===== config.mk =====
export PLATFORM = sky130hd
export DESIGN_NAME = cache_axi_bridge
export DESIGN_NICKNAME = d
export VERILOG_FILES = /design/src/rtl/cache_axi_pkg.sv /design/src/rtl/cache_axi_wbeat.sv /design/src/rtl/cache_axi_bridge.sv
export SDC_FILE = /design/constraint.sdc
export NUM_CORES = 1
export LEC_CHECK = 0
export ABC_AREA = 1
export CORE_AREA = 2 2 210 212
export DETAILED_ROUTE_END_ITERATION = 8
export DIE_AREA = 0 0 212 214
export PLACE_DENSITY = 0.67
export SYNTH_ARGS = -nofsm -noshare
export SYNTH_HDL_FRONTEND = slang
export SYNTH_SLANG_ARGS = --single-unit

===== constraint.sdc =====
create_clock -name clk -period 4.64 [get_ports clk]
set_input_delay 0.696 -clock clk [delete_from_list [all_inputs] [get_ports clk]]
set_output_delay 0.696 -clock clk [all_outputs]
set_load 0.1 [all_outputs]

===== src/rtl/cache_axi_pkg.sv =====
// Shared definitions for the cache-pipeline-to-AXI bridge.
// - Request codes driven by the cache pipeline arbiter.
// - Bridge FSM state encoding.
// - AXI burst-type constant and ID width.
// - Helpers that classify request codes as loads or stores.
package cache_axi_pkg;

  typedef enum logic [2:0] {
    ReqNone       = 3'd0,
    ReqLoadBlock  = 3'd1,
    ReqLoadWord   = 3'd2,
    ReqWriteBlock = 3'd3,
    ReqWriteWord  = 3'd4
  } req_e;

  typedef enum logic [2:0] {
    StIdle = 3'd0,
    StAr   = 3'd1,
    StR    = 3'd2,
    StWr   = 3'd3,
    StB    = 3'd4,
    StDone = 3'd5
  } state_e;

  localparam int unsigned AxiIdWidth   = 4;
  localparam logic [1:0]  AxiBurstIncr = 2'b01;

  function automatic logic is_load(input logic [2:0] code);
    return (code == ReqLoadBlock) || (code == ReqLoadWord);
  endfunction

  function automatic logic is_store(input logic [2:0] code);
    return (code == ReqWriteBlock) || (code == ReqWriteWord);
  endfunction

endpackage


===== src/rtl/cache_axi_wbeat.sv =====
// Write-data beat source for the bridge. Holds the store payload captured at
// request accept and presents wdata/wstrb/wlast for the current beat index.
// Ports:
//   clk, rstn     clock, synchronous active-low reset
//   load_i        capture payload (request accept cycle)
//   block_i       captured request is a block store
//   wblock_i      block payload, word 0 in the low bits
//   wword_i       single-word payload (lane positioned)
//   wstrb_i       single-word byte strobe
//   beat_i        current W beat index
//   wdata_o       AXI WDATA for the current beat
//   wstrb_o       AXI WSTRB for the current beat
//   wlast_o       AXI WLAST for the current beat
module cache_axi_wbeat #(
  parameter int unsigned DATA_WIDTH  = 32,
  parameter int unsigned BLOCK_WORDS = 4,
  parameter int unsigned BEAT_WIDTH  = 2
) (
  input  logic                              clk,
  input  logic                              rstn,
  input  logic                              load_i,
  input  logic                              block_i,
  input  logic [BLOCK_WORDS*DATA_WIDTH-1:0] wblock_i,
  input  logic [DATA_WIDTH-1:0]             wword_i,
  input  logic [DATA_WIDTH/8-1:0]           wstrb_i,
  input  logic [BEAT_WIDTH-1:0]             beat_i,
  output logic [DATA_WIDTH-1:0]             wdata_o,
  output logic [DATA_WIDTH/8-1:0]           wstrb_o,
  output logic                              wlast_o
);

  logic                              block_q;
  logic [BLOCK_WORDS*DATA_WIDTH-1:0] wblock_q;
  logic [DATA_WIDTH-1:0]             wword_q;
  logic [DATA_WIDTH/8-1:0]           wstrb_q;

  always_ff @(posedge clk) begin
    if (!rstn) begin
      block_q  <= 1'b0;
      wblock_q <= '0;
      wword_q  <= '0;
      wstrb_q  <= '0;
    end else if (load_i) begin
      block_q  <= block_i;
      wblock_q <= wblock_i;
      wword_q  <= wword_i;
      wstrb_q  <= wstrb_i;
    end
  end

  // Outputs depend only on captured payload and beat index, so they stay
  // stable while the slave stalls W (beat only advances on a handshake).
  always_comb begin
    if (block_q) begin
      wdata_o = wblock_q[int'(beat_i)*DATA_WIDTH +: DATA_WIDTH];
      wstrb_o = '1;
      wlast_o = (beat_i == BEAT_WIDTH'(BLOCK_WORDS - 1));
    end else begin
      wdata_o = wword_q;
      wstrb_o = wstrb_q;
      wlast_o = 1'b1;
    end
  end

endmodule


===== src/rtl/cache_axi_bridge.sv =====
// Cache-pipeline-to-AXI4 bridge, one outstanding transaction.
// Accepts block/word loads and stores from the cache pipeline, runs each as
// an AXI4 INCR burst (block) or single beat (word), and returns load data
// plus a one-cycle task_finish_o pulse.
// Ports:
//   clk, rstn                  clock, synchronous active-low reset
//   req_i/ad_i                 request code and transfer address
//   wblock_i/wword_i/wword_en_i  store payloads and word strobe
//   rword_en_i                 ARSIZE for word loads
//   ready_o                    request accepted this cycle
//   task_finish_o              completion pulse
//   rblock_o/rword_o           load results, held until the next load
//   ar*/r*/aw*/w*/b*           AXI4 master channels
module cache_axi_bridge
  import cache_axi_pkg::*;
#(
  parameter int unsigned           ADDR_WIDTH  = 32,
  parameter int unsigned           DATA_WIDTH  = 32,
  parameter int unsigned           BLOCK_WORDS = 4,
  parameter logic [AxiIdWidth-1:0] AXI_ID      = '0
) (
  input  logic                              clk,
  input  logic                              rstn,
  // Cache pipeline side
  input  logic [2:0]                        req_i,
  input  logic [ADDR_WIDTH-1:0]             ad_i,
  input  logic [BLOCK_WORDS*DATA_WIDTH-1:0] wblock_i,
  input  logic [DATA_WIDTH-1:0]             wword_i,
  input  logic [DATA_WIDTH/8-1:0]           wword_en_i,
  input  logic [2:0]                        rword_en_i,
  output logic                              ready_o,
  output logic                              task_finish_o,
  output logic [BLOCK_WORDS*DATA_WIDTH-1:0] rblock_o,
  output logic [DATA_WIDTH-1:0]             rword_o,
  // AR channel
  output logic [AxiIdWidth-1:0]             arid_o,
  output logic [ADDR_WIDTH-1:0]             araddr_o,
  output logic [7:0]                        arlen_o,
  output logic [2:0]                        arsize_o,
  output logic [1:0]                        arburst_o,
  output logic                              arvalid_o,
  input  logic                              arready_i,
  // R channel
  input  logic [DATA_WIDTH-1:0]             rdata_i,
  input  logic [1:0]                        rresp_i,
  input  logic                              rlast_i,
  input  logic                              rvalid_i,
  output logic                              rready_o,
  // AW channel
  output logic [AxiIdWidth-1:0]             awid_o,
  output logic [ADDR_WIDTH-1:0]             awaddr_o,
  output logic [7:0]                        awlen_o,
  output logic [2:0]                        awsize_o,
  output logic [1:0]                        awburst_o,
  output logic                              awvalid_o,
  input  logic                              awready_i,
  // W channel
  output logic [DATA_WIDTH-1:0]             wdata_o,
  output logic [DATA_WIDTH/8-1:0]           wstrb_o,
  output logic                              wlast_o,
  output logic                              wvalid_o,
  input  logic                              wready_i,
  // B channel
  input  logic [1:0]                        bresp_i,
  input  logic                              bvalid_i,
  output logic                              bready_o
);

  localparam int unsigned BeatW    = (BLOCK_WORDS > 1) ? $clog2(BLOCK_WORDS) : 1;
  localparam logic [2:0]  SizeWord = 3'($clog2(DATA_WIDTH / 8));
  localparam logic [7:0]  LenBlock = 8'(BLOCK_WORDS - 1);

  state_e                            state_q, state_d;
  logic [2:0]                        req_q, req_d;
  logic [ADDR_WIDTH-1:0]             ad_q, ad_d;
  logic [2:0]                        rword_en_q, rword_en_d;
  logic [BeatW-1:0]                  beat_q, beat_d;
  logic                              aw_done_q, aw_done_d;
  logic                              w_done_q, w_done_d;
  logic [BLOCK_WORDS*DATA_WIDTH-1:0] rblock_q, rblock_d;
  logic [DATA_WIDTH-1:0]             rword_q, rword_d;

  logic accept;
  logic aw_fin, w_fin;
  logic wlast_beat;

  // Response codes carry no information this bridge acts on.
  logic unused_resp;
  assign unused_resp = ^{rresp_i, bresp_i};

  cache_axi_wbeat #(
    .DATA_WIDTH (DATA_WIDTH),
    .BLOCK_WORDS(BLOCK_WORDS),
    .BEAT_WIDTH (BeatW)
  ) u_wbeat (
    .clk     (clk),
    .rstn    (rstn),
    .load_i  (accept),
    .block_i (req_i == ReqWriteBlock),
    .wblock_i(wblock_i),
    .wword_i (wword_i),
    .wstrb_i (wword_en_i),
    .beat_i  (beat_q),
    .wdata_o (wdata_o),
    .wstrb_o (wstrb_o),
    .wlast_o (wlast_beat)
  );

  always_ff @(posedge clk) begin
    if (!rstn) begin
      state_q    <= StIdle;
      req_q      <= 3'd0;
      ad_q       <= '0;
      rword_en_q <= 3'd0;
      beat_q     <= '0;
      aw_done_q  <= 1'b0;
      w_done_q   <= 1'b0;
      rblock_q   <= '0;
      rword_q    <= '0;
    end else begin
      state_q    <= state_d;
      req_q      <= req_d;
      ad_q       <= ad_d;
      rword_en_q <= rword_en_d;
      beat_q     <= beat_d;
      aw_done_q  <= aw_done_d;
      w_done_q   <= w_done_d;
      rblock_q   <= rblock_d;
      rword_q    <= rword_d;
    end
  end

  always_comb begin
    state_d    = state_q;
    req_d      = req_q;
    ad_d       = ad_q;
    rword_en_d = rword_en_q;
    beat_d     = beat_q;
    aw_done_d  = aw_done_q;
    w_done_d   = w_done_q;
    rblock_d   = rblock_q;
    rword_d    = rword_q;
    accept     = 1'b0;
    aw_fin     = 1'b0;
    w_fin      = 1'b0;

    unique case (state_q)
      StIdle: begin
        if (req_i != ReqNone) begin
          accept     = 1'b1;
          req_d      = req_i;
          ad_d       = ad_i;
          rword_en_d = rword_en_i;
          beat_d     = '0;
          aw_done_d  = 1'b0;
          w_done_d   = 1'b0;
          if (is_load(req_i)) begin
            state_d = StAr;
          end else if (is_store(req_i)) begin
            state_d = StWr;
          end else begin
            // Undefined codes complete without touching the bus so the
            // pipeline never deadlocks waiting for a finish pulse.
            state_d = StDone;
          end
        end
      end

      StAr: begin
        if (arready_i) begin
          state_d = StR;
        end
      end

      StR: begin
        if (rvalid_i) begin
          if (req_q == ReqLoadBlock) begin
            rblock_d[int'(beat_q)*DATA_WIDTH +: DATA_WIDTH] = rdata_i;
            beat_d = beat_q + BeatW'(1);
          end else begin
            rword_d = rdata_i;
          end
          if (rlast_i) begin
            state_d = StDone;
          end
        end
      end

      StWr: begin
        // AW and W progress independently; done flags remember whichever
        // side finished first.
        aw_fin = aw_done_q | awready_i;
        w_fin  = w_done_q;
        if (!w_done_q && wready_i) begin
          if (wlast_beat) begin
            w_fin = 1'b1;
          end else begin
            beat_d = beat_q + BeatW'(1);
          end
        end
        aw_done_d = aw_fin;
        w_done_d  = w_fin;
        if (aw_fin && w_fin) begin
          state_d = StB;
        end
      end

      StB: begin
        if (bvalid_i) begin
          state_d = StDone;
        end
      end

      StDone: begin
        state_d = StIdle;
      end

      default: begin
        state_d = StIdle;
      end
    endcase
  end

  assign ready_o       = accept;
  assign task_finish_o = (state_q == StDone);
  assign rblock_o      = rblock_q;
  assign rword_o       = rword_q;

  assign arid_o    = AXI_ID;
  assign araddr_o  = ad_q;
  assign arlen_o   = (req_q == ReqLoadBlock) ? LenBlock : 8'd0;
  assign arsize_o  = (req_q == ReqLoadBlock) ? SizeWord : rword_en_q;
  assign arburst_o = AxiBurstIncr;
  assign arvalid_o = (state_q == StAr);
  assign rready_o  = (state_q == StR);

  assign awid_o    = AXI_ID;
  assign awaddr_o  = ad_q;
  assign awlen_o   = (req_q == ReqWriteBlock) ? LenBlock : 8'd0;
  assign awsize_o  = is_store(req_q) ? SizeWord : 3'd0;
  assign awburst_o = AxiBurstIncr;
  assign awvalid_o = (state_q == StWr) && !aw_done_q;
  assign wvalid_o  = (state_q == StWr) && !w_done_q;
  assign wlast_o   = wlast_beat;
  assign bready_o  = (state_q == StB);

endmodule


==> impl_metrics.yaml <==
sta:
  fmax_mhz: 277.3
  hold_viol: 0
  clock_skew_ps: 12.89
  finalSetupViolCount: 0
  fin_crit_sh_pct: 77.71
  grt_setup_unrepaired: "no"
  slew_viol_final: 0
  min_period_ps: 3606
  finalSetupTns_ps: 0
  layout_setup_ws_ps: 1034
  tightest_slew_ps: 1173
  slew_headroom_pct: 21.60
setup_path:
  critPathLaunchType: "flip-flop"
  rr_worst_depth: 7
  path_max_fanout: 35
  timing.rr.end: "rblock_o[72]"
  path_cells: "buf_4 -> ha_1 -> inv_1 -> nand2_1 -> clkdlybuf4s50_1"
  crit_arrival_ps: 2910
  cp.required_ps: 3940
  path_class: "reg -> out"
  end_kind: "output pin"
  r2r_slack_ps: 1480
  slowest_delay_ps: 1200
  reg2reg_from: "beat_q[0]"
  crit_slowest_cell: "clkdlybuf4s50_1"
clocking:
  numCtsBuffers: 41
  cts_sinks: 370
  h-tree-depth: 2
  clock_path_buffers: 3
  cts_root_buf: "clkbuf_16"
  clkTransAtPathRegs_ps: 60
  holdBufCountCts: 0
  worstSkewPairLatency_ps: 550
  tritoncts: "yes"
  cts_setup_buffers: 0
  post_cts_resized: 0
logic_synthesis:
  synth.most_common_cell: "nor2_1"
  yosys_warnings: 0
  yosysSeqAreaShare_pct: 47.53
  ys.flop_type: "dfxtp_1"
  ys_ff_latch: 370
  yosysTopAreaCell: "dfxtp_1"
  synthTopCellsByArea: "dfxtp_1, nor2_1, o21ai_0, nand2_1, a21oi_1"
  syn_area_per_cell_um2: 6.950
  ys_types: 23
  netlist_area_um2: 15580
  synth-async-reset-ratio_pct: 0
  synthTopCellsByCount: "nor2_1, dfxtp_1, o21ai_0"
  synth_top_area_share_pct: 47.53
  synthCells: 2242
  synth-edff-count: 0
global_routing:
  grt.total_usage_pct: 22.71
  grt_use_met3_pct: 6.729
  gr-usage-met1_pct: 27.46
  busiest_layer: "met2"
  grt_pass1_wl_mm: 82.03
  grt_pass1_vias: 14824
  use_met2_pct: 37.34
  grt_antenna_before_repair: 8
  grt_overflow_total: 0
  grt_max_degree: 200
job:
  maxCapViolations: 0
routing:
  route.detailed.drc: 0
  ant_nets: 0
  wl_per_cell_um: 16.63
  drtIter0Drc: 1317
  detail_route.wirelength_mm: 53.67
  viasPerCell: 4.902
  via_count: 15824
  first_pass_iters: 6
place:
  dpl.hpwl_mm: 36.88
  gp_congestion: 0.8904
  port_buffers: 517
  preCtsSetupSlack_ps: 1563
floorplanning:
  die_x_um: 212
  die_h_um: 214
  core_um2: 42890
  num_rows: 76
  start_util_pct: 36.33
  ios: 548
  die-area_um2: 45370
pwr:
  p_per_area_nw_per_um2: 730.8
  p_leak_nw: 8.409
  finalPower_mw: 15.92
  vdd.ir_drop.worst_uv: 564.6
layout:
  drive_gt1_share_pct: 5.114
  area_growth_pct: 39.83
  nNetsFinal: 2869
  final_util_pct: 50.81
min_path:
  worstHoldPathType: "reg -> reg"
  whs_path_depth: 2
  whs_endpoint: "rblock_o[43]"
  hp-start: "rblock_o[43]"
outcome:
  status: "complete, no violations"
==> metal layers <==
| layer | up-vias | part of all wire (%) |
|---|---|---|
| li1 | 7846 | - |
| met1 | 7270 | 41 |
| met2 | 593 | 46 |
| met3 | 111 | 9.2 |
| met4 | 4 | 3.5 |
| met5 | - | 0.054 |
==> logic make-up after synthesis <==
logic type      share of synthesized area (%)
compound gates                          16.38
fa+ha+maj                              0.4818
buf+inv                                 8.897
flops                                   47.53
other cells                           0.04820
simple gates                            26.66
==> stage by stage <==
stage,instance area [µm²],cells,hold slack (ps)
final,21790,3228,460.5
after detailed placement,20570,3159,453.1
after global placement,20570,3159,449.1
after CTS,21780,3225,462.1
after global routing,21780,3226,471.9
after floorplan,15670,2266,439.7
==> registers in the layout, indices dropped and copies added (netlist names) <==
signal            count
rblock_o            128
u_wbeat.wblock_q    128
araddr_o             32
rword_o              32
u_wbeat.wword_q      32
u_wbeat.wstrb_q       4
req_q                 3
rword_en_q            3
state_q               3
beat_q                2
aw_done_q             1
u_wbeat.block_q       1
w_done_q              1
==> worst max path at each step <==
| stage | from | endpoint | depth (start not counted) |
|---|---|---|---|
| detailed placement | beat_q[0] | rblock_o[73] | 7 |
| global placement | beat_q[1] | wlast_o | 5 |
| floorplan | beat_q[0] | wdata_o[25] | 7 |
| CTS | beat_q[1] | wlast_o | 5 |
| global route | beat_q[1] | wlast_o | 5 |
| finish | beat_q[1] | wlast_o | 5 |
==> power by group <==
group | total, mW | switching [mW] | internal (mW)
Combinational | 8.35 | 6.43 | 1.92
Clock | 3.04 | 1.29 | 1.75
Sequential | 4.53 | 0.511 | 4.02
Total | 15.9 | 8.23 | 7.69
==> layout make-up <==
type	instances	area, µm²
Antenna cell	3	7.507
Fill cell	4179	21100
Sequential cell	370	7413
Inverter	67	257.7
Multi-Input combinational cell	1602	6903
Clock buffer	57	1136
Tap cell	585	732.0
Clock inverter	9	73.82
Timing Repair Buffer	535	5266
==> critical path: cells and delay by family (launching register included) <==
family / cells / cell delay [ps]
and+or+nand+nor: 1 / 100
DFF: 1 / 330
buffers and inverters: 3 / 1670
adders and majority gates: 1 / 250
==> cells in the final DEF, fill, tap and decap left out, types with 35 or more instances in the layout <==
| cell | count |
|---|---|
| nor3_1 | 35 |
| clkbuf_16 | 41 |
| a21oi_1 | 128 |
| dfxtp_1 | 367 |
| nor2_1 | 745 |
| nand3_1 | 45 |
| o21ai_1 | 54 |
| inv_1 | 56 |
| clkdlybuf4s50_1 | 483 |
| nand2_1 | 227 |
| buf_4 | 48 |
| o21ai_0 | 288 |
Power figures use the tool's default switching activity.
